$ cat src/rtl/mult_seq_ctrl.sv
// mult_seq_ctrl: sequential shift-and-add unsigned multiplier.
// One operand pair is accepted from IDLE. N RUN cycles then retire one
// multiplier bit per clock. The product is published on the RUN-to-DONE edge.
module mult_seq_ctrl #(
  parameter int N = 8
) (
  input  logic           clk,
  input  logic           clear,
  input  logic           start,
  input  logic [N-1:0]   mcand,
  input  logic [N-1:0]   mplier,
  output logic           ready,
  output logic           busy,
  output logic           done,
  output logic [2*N-1:0] product
);

  localparam int CW = $clog2(N) + 1;

  typedef enum logic [1:0] {
    IDLE = 2'd0,
    RUN  = 2'd1,
    DONE = 2'd2
  } state_t;

  state_t         state_r;
  logic [N-1:0]   mcand_r;
  logic [N-1:0]   p_hi_r;
  logic [N-1:0]   p_lo_r;
  logic [CW-1:0]  cnt_r;

  logic           load_s;
  logic           run_s;
  logic           last_s;
  logic [N:0]     sum_s;
  logic [N-1:0]   next_hi_s;
  logic [N-1:0]   next_lo_s;

  // Shift-add step: conditional add of the multiplicand into the high half,
  // then shift the whole work register right with the carry entering the MSB.
  always_comb begin
    load_s    = 1'b0;
    run_s     = 1'b0;
    last_s    = 1'b0;
    sum_s     = {(N+1){1'b0}};
    next_hi_s = {N{1'b0}};
    next_lo_s = {N{1'b0}};
    if (state_r == IDLE) begin
      load_s = start;
    end else begin
      load_s = 1'b0;
    end
    if (state_r == RUN) begin
      run_s  = 1'b1;
      last_s = (cnt_r == CW'(N - 1));
    end else begin
      run_s  = 1'b0;
      last_s = 1'b0;
    end
    if (p_lo_r[0]) begin
      sum_s = {1'b0, p_hi_r} + {1'b0, mcand_r};
    end else begin
      sum_s = {1'b0, p_hi_r};
    end
    next_hi_s = sum_s[N:1];
    next_lo_s = {sum_s[0], p_lo_r[N-1:1]};
  end

  // High half of the work register: cleared on accept, updated every RUN edge.
  always_ff @(posedge clk or posedge clear) begin
    if (clear) begin
      p_hi_r <= {N{1'b0}};
    end else if (load_s) begin
      p_hi_r <= {N{1'b0}};
    end else if (run_s) begin
      p_hi_r <= next_hi_s;
    end else begin
      p_hi_r <= p_hi_r;
    end
  end

  // Low half of the work register: loaded with the multiplier on accept,
  // shifted every RUN edge.
  always_ff @(posedge clk or posedge clear) begin
    if (clear) begin
      p_lo_r <= {N{1'b0}};
    end else if (load_s) begin
      p_lo_r <= mplier;
    end else if (run_s) begin
      p_lo_r <= next_lo_s;
    end else begin
      p_lo_r <= p_lo_r;
    end
  end

  // Control FSM with registered status outputs, the bit counter, the
  // multiplicand capture and the published product.
  always_ff @(posedge clk or posedge clear) begin
    if (clear) begin
      state_r <= IDLE;
      ready   <= 1'b1;
      busy    <= 1'b0;
      done    <= 1'b0;
      cnt_r   <= {CW{1'b0}};
      mcand_r <= {N{1'b0}};
      product <= {(2*N){1'b0}};
    end else begin
      case (state_r)
        IDLE: begin
          if (start) begin
            state_r <= RUN;
            mcand_r <= mcand;
            cnt_r   <= {CW{1'b0}};
            ready   <= 1'b0;
            busy    <= 1'b1;
            done    <= 1'b0;
          end else begin
            state_r <= IDLE;
            ready   <= 1'b1;
            busy    <= 1'b0;
            done    <= 1'b0;
          end
        end
        RUN: begin
          cnt_r <= cnt_r + CW'(1);
          if (last_s) begin
            // The final shift result goes straight to the product so that no
            // partial value is ever visible there.
            product <= {next_hi_s, next_lo_s};
            state_r <= DONE;
            busy    <= 1'b0;
            done    <= 1'b1;
          end else begin
            state_r <= RUN;
            busy    <= 1'b1;
            done    <= 1'b0;
          end
          ready <= 1'b0;
        end
        DONE: begin
          // start is deliberately ignored here; a new accept needs IDLE.
          state_r <= IDLE;
          ready   <= 1'b1;
          busy    <= 1'b0;
          done    <= 1'b0;
        end
        default: begin
          state_r <= IDLE;
          ready   <= 1'b1;
          busy    <= 1'b0;
          done    <= 1'b0;
        end
      endcase
    end
  end

endmodule

$ cat config.mk
export PLATFORM = sky130hd
export DESIGN_NAME = mult_seq_ctrl
export DESIGN_NICKNAME = d
export VERILOG_FILES = /design/src/rtl/mult_seq_ctrl.sv
export SDC_FILE = /design/constraint.sdc
export NUM_CORES = 1
export LEC_CHECK = 0
export ABC_AREA = 0
export BUFFER_PORTS_ARGS = -buffer_cell sky130_fd_sc_hd__buf_2
export CAP_MARGIN = 10
export CORE_ASPECT_RATIO = 1.2
export CORE_MARGIN = 2
export CORE_UTILIZATION = 39
export CTS_CLUSTER_SIZE = 10
export DETAILED_ROUTE_END_ITERATION = 8
export SLEW_MARGIN = 25
export SYNTH_ARGS = -nofsm -noshare
export SYNTH_HDL_FRONTEND = slang
export SYNTH_SLANG_ARGS = --single-unit
$ cat constraint.sdc
create_clock -name clk -period 3.3 [get_ports clk]
set_clock_uncertainty 0.1 [all_clocks]
set_input_delay 0 -clock clk [delete_from_list [all_inputs] [get_ports clk]]
set_output_delay 0 -clock clk [all_outputs]
set_load 0.02 [all_outputs]
==> flow_metrics.env <==
export IMPL_worst_pin_slew_ps=813.7
export IMPL_n_antenna_cell=0
export IMPL_vias_per_cell=5.047
export IMPL_ys_warn_count=0
export IMPL_cts_tree="done"
export IMPL_dr_pass1_iters=4
export IMPL_numCtsBuffers=5
export IMPL_post_drt_wl_per_cell_um=14.18
export IMPL_maxCapViolCount=0
export IMPL_critPathArrivalTime_ps=2510
export IMPL_postCtsSetupRepairBufs=0
export IMPL_finalMaxSlewViolations=0
export IMPL_ys_seq_area_share_pct=54.05
export IMPL_cp_max_fo=17
export IMPL_globalplace_congestion=0.8096
export IMPL_cp_required_ps=3400
export IMPL_ys_ff_latch=48
export IMPL_relSlewSlack_pct=45.69
export IMPL_reg2reg_slack_ps=890
export IMPL_cts_buffer_depth=2
export IMPL_leakagePower_nw=1.263
export IMPL_setup_viol=0
export IMPL_synthDistinctLibCells=35
export IMPL_grt_pass1_vias=1584
export IMPL_cts_root_buffer="clkbuf_8"
export IMPL_fin_nets=280
export IMPL_layout_min_cycle_time_ps=2407
export IMPL_io_pins=38
export IMPL_fmax_mhz=415.4
export IMPL_hold_class="in2reg"
export IMPL_fin_tns_setup_ps=0
export IMPL_cts_resized_gates=0
export IMPL_avgSynthCellArea_um2=11.35
export IMPL_wirelength_um=4480
export IMPL_power_density_nw_per_um2=992.3
export IMPL_clock_sinks=48
export IMPL_dieArea_um2=6327
export IMPL_row_count=30
export IMPL_hold_viol=0
export IMPL_rsz0062_at_grt="false"
export IMPL_vias=1595
export IMPL_path_clk_slew_ps=90
export IMPL_setup_ws_ps=892.9
export IMPL_dieHeight_um=86.74
export IMPL_die_w_um=72.95
export IMPL_grt_antenna_before_repair=0
export IMPL_ir_drop_v=0.0003315
export IMPL_coreArea_um2=5593
export IMPL_whs_ps=106.9
export IMPL_cp_end_kind="flip-flop"
export IMPL_status="finished clean"
export IMPL_grt_overflow_total=0
export IMPL_syn_area_um2=2225
export IMPL_h_tree_depth=2
export IMPL_post_dp_hpwl_um=3141
export IMPL_crit_type="reg2reg"
export IMPL_grt_pass1_wl_um=7500
export IMPL_ant_nets=0
export IMPL_areaGrowthSynthToFinish_pct=23.68
export IMPL_track_usage_pct=15.34
export IMPL_place_ws_ps=935.7
export IMPL_drive_gt1_share_pct=27.38
export IMPL_initial_core_util_pct=39.78
export IMPL_fin_util_pct=49.19
export IMPL_start_kind="flip-flop"
export IMPL_fin_crit_sh_pct=72.94
export IMPL_final_cell_mix="dfrtp_1, buf_2, o21ai_0, nand2_1, dlygate4sd3_1"
export IMPL_syn_nets=225
export IMPL_drt_initial_drc_count=90
export IMPL_route_detailed_drc=0
export IMPL_grt_max_degree=49
export IMPL_final_common_cell="dfrtp_1"
export IMPL_clk_latency_ps=300
export IMPL_io_buffers=37
export IMPL_synth_cells=196
## synth_stat cells (all sizes together)
library cell | n | share of area, %
xnor2 | 3 | 1.2
a21o | 2 | 0.73
nor2b | 3 | 0.84
nor2 | 11 | 1.9
nor3b | 1 | 0.34
mux2i | 8 | 3.6
clkbuf | 2 | 0.34
dfstp | 1 | 1.2
nand2b | 2 | 0.56
ha | 9 | 5.1
a21oi | 13 | 2.9
nor3 | 4 | 1.1
nand2 | 20 | 3.4
a31oi | 1 | 0.28
nand4 | 1 | 0.28
dfrtp | 47 | 53
inv | 2 | 0.34
xor2 | 2 | 0.79
mux2 | 16 | 8.3
fa | 1 | 0.90
o21ai | 24 | 5.4
a22o | 2 | 0.79
o21bai | 1 | 0.34
buf | 7 | 2.1
o211ai | 2 | 0.67
a211oi | 3 | 1.2
or3 | 1 | 0.28
a22oi | 7 | 2.4
## final cells by class
class | instances | area, µm²
Fill cell | 520 | 2841
Sequential cell | 48 | 1202
Multi-Input combinational cell | 137 | 960.9
Timing Repair Buffer | 57 | 377.9
Clock buffer | 6 | 82.58
Tap cell | 64 | 80.08
Clock inverter | 2 | 38.79
Inverter | 2 | 8.758
## logic make-up (layout without fill, tap and decap cells)
group,count (synthesis),after routing,share of synthesized area [%]
xor gates and xnor gates,5,5,1.969
AOI/OAI and AO/OA,55,55,14.74
DFF,48,48,54.05
buffers and inverters,11,67,2.756
adders and majority gates,10,10,5.962
and+or+nand+nor,43,43,8.662
muxes,24,24,11.87
## routing by layer
metal  wire length (µm)  GRT usage, %  share of wire [%]
met5                  0             0                  0
met4                 42         5.051               0.94
met3                108         3.023                2.4
met2               2109         24.63                 47
met1               2219         20.75                 50
## worst paths after layout
check | startpoint | endpoint | cells after the start
max | state_r[0] | product[15] | 4
min | start | state_r[0] | 3
max reg2reg | state_r[0] | product[15] | 4
min reg2reg | product[4] | product[4] | 1
max in group asynchronous | clear | p_hi_r[6] | 3
min in group asynchronous | clear | p_lo_r[3] | 3
## critical path, cell delays in order, from the launching register on
cell and delay [ps]:
dfrtp_1 580, nand2b_1 330, nor3_2 630, buf_4 340, mux2_4 320
## per-stage QoR
stage                     instances  area [µm²]  power [mW]
after floorplan                 196        2225       1.972
after global placement          291        2459       2.280
after detailed placement        291        2459       2.291
after CTS                       316        2750       2.761
after global routing            316        2751       2.969
final                           316        2751       2.730
## power by group
group,leakage [nW],switching (mW),internal (mW)
Sequential,0.591,0.212,0.861
Clock,0.0614,0.200,0.248
Combinational,0.611,0.661,0.548
Total,1.26,1.07,1.66
## flip-flops by register name, indices dropped and copies added (netlist names)
| register | cells |
|---|---|
| p_lo_r | 8 |
| p_hi_r | 8 |
| ready | 1 |
| product | 16 |
| cnt_r | 4 |
| state_r | 2 |
| mcand_r | 8 |
| done | 1 |
## timing repair
action                                 4_1_cts  5_1_grt
endpoints found under the hold margin       63        0
hold buffers                                17        0
setup endpoints to repair                    0        0
Power figures use the tool's default switching activity.
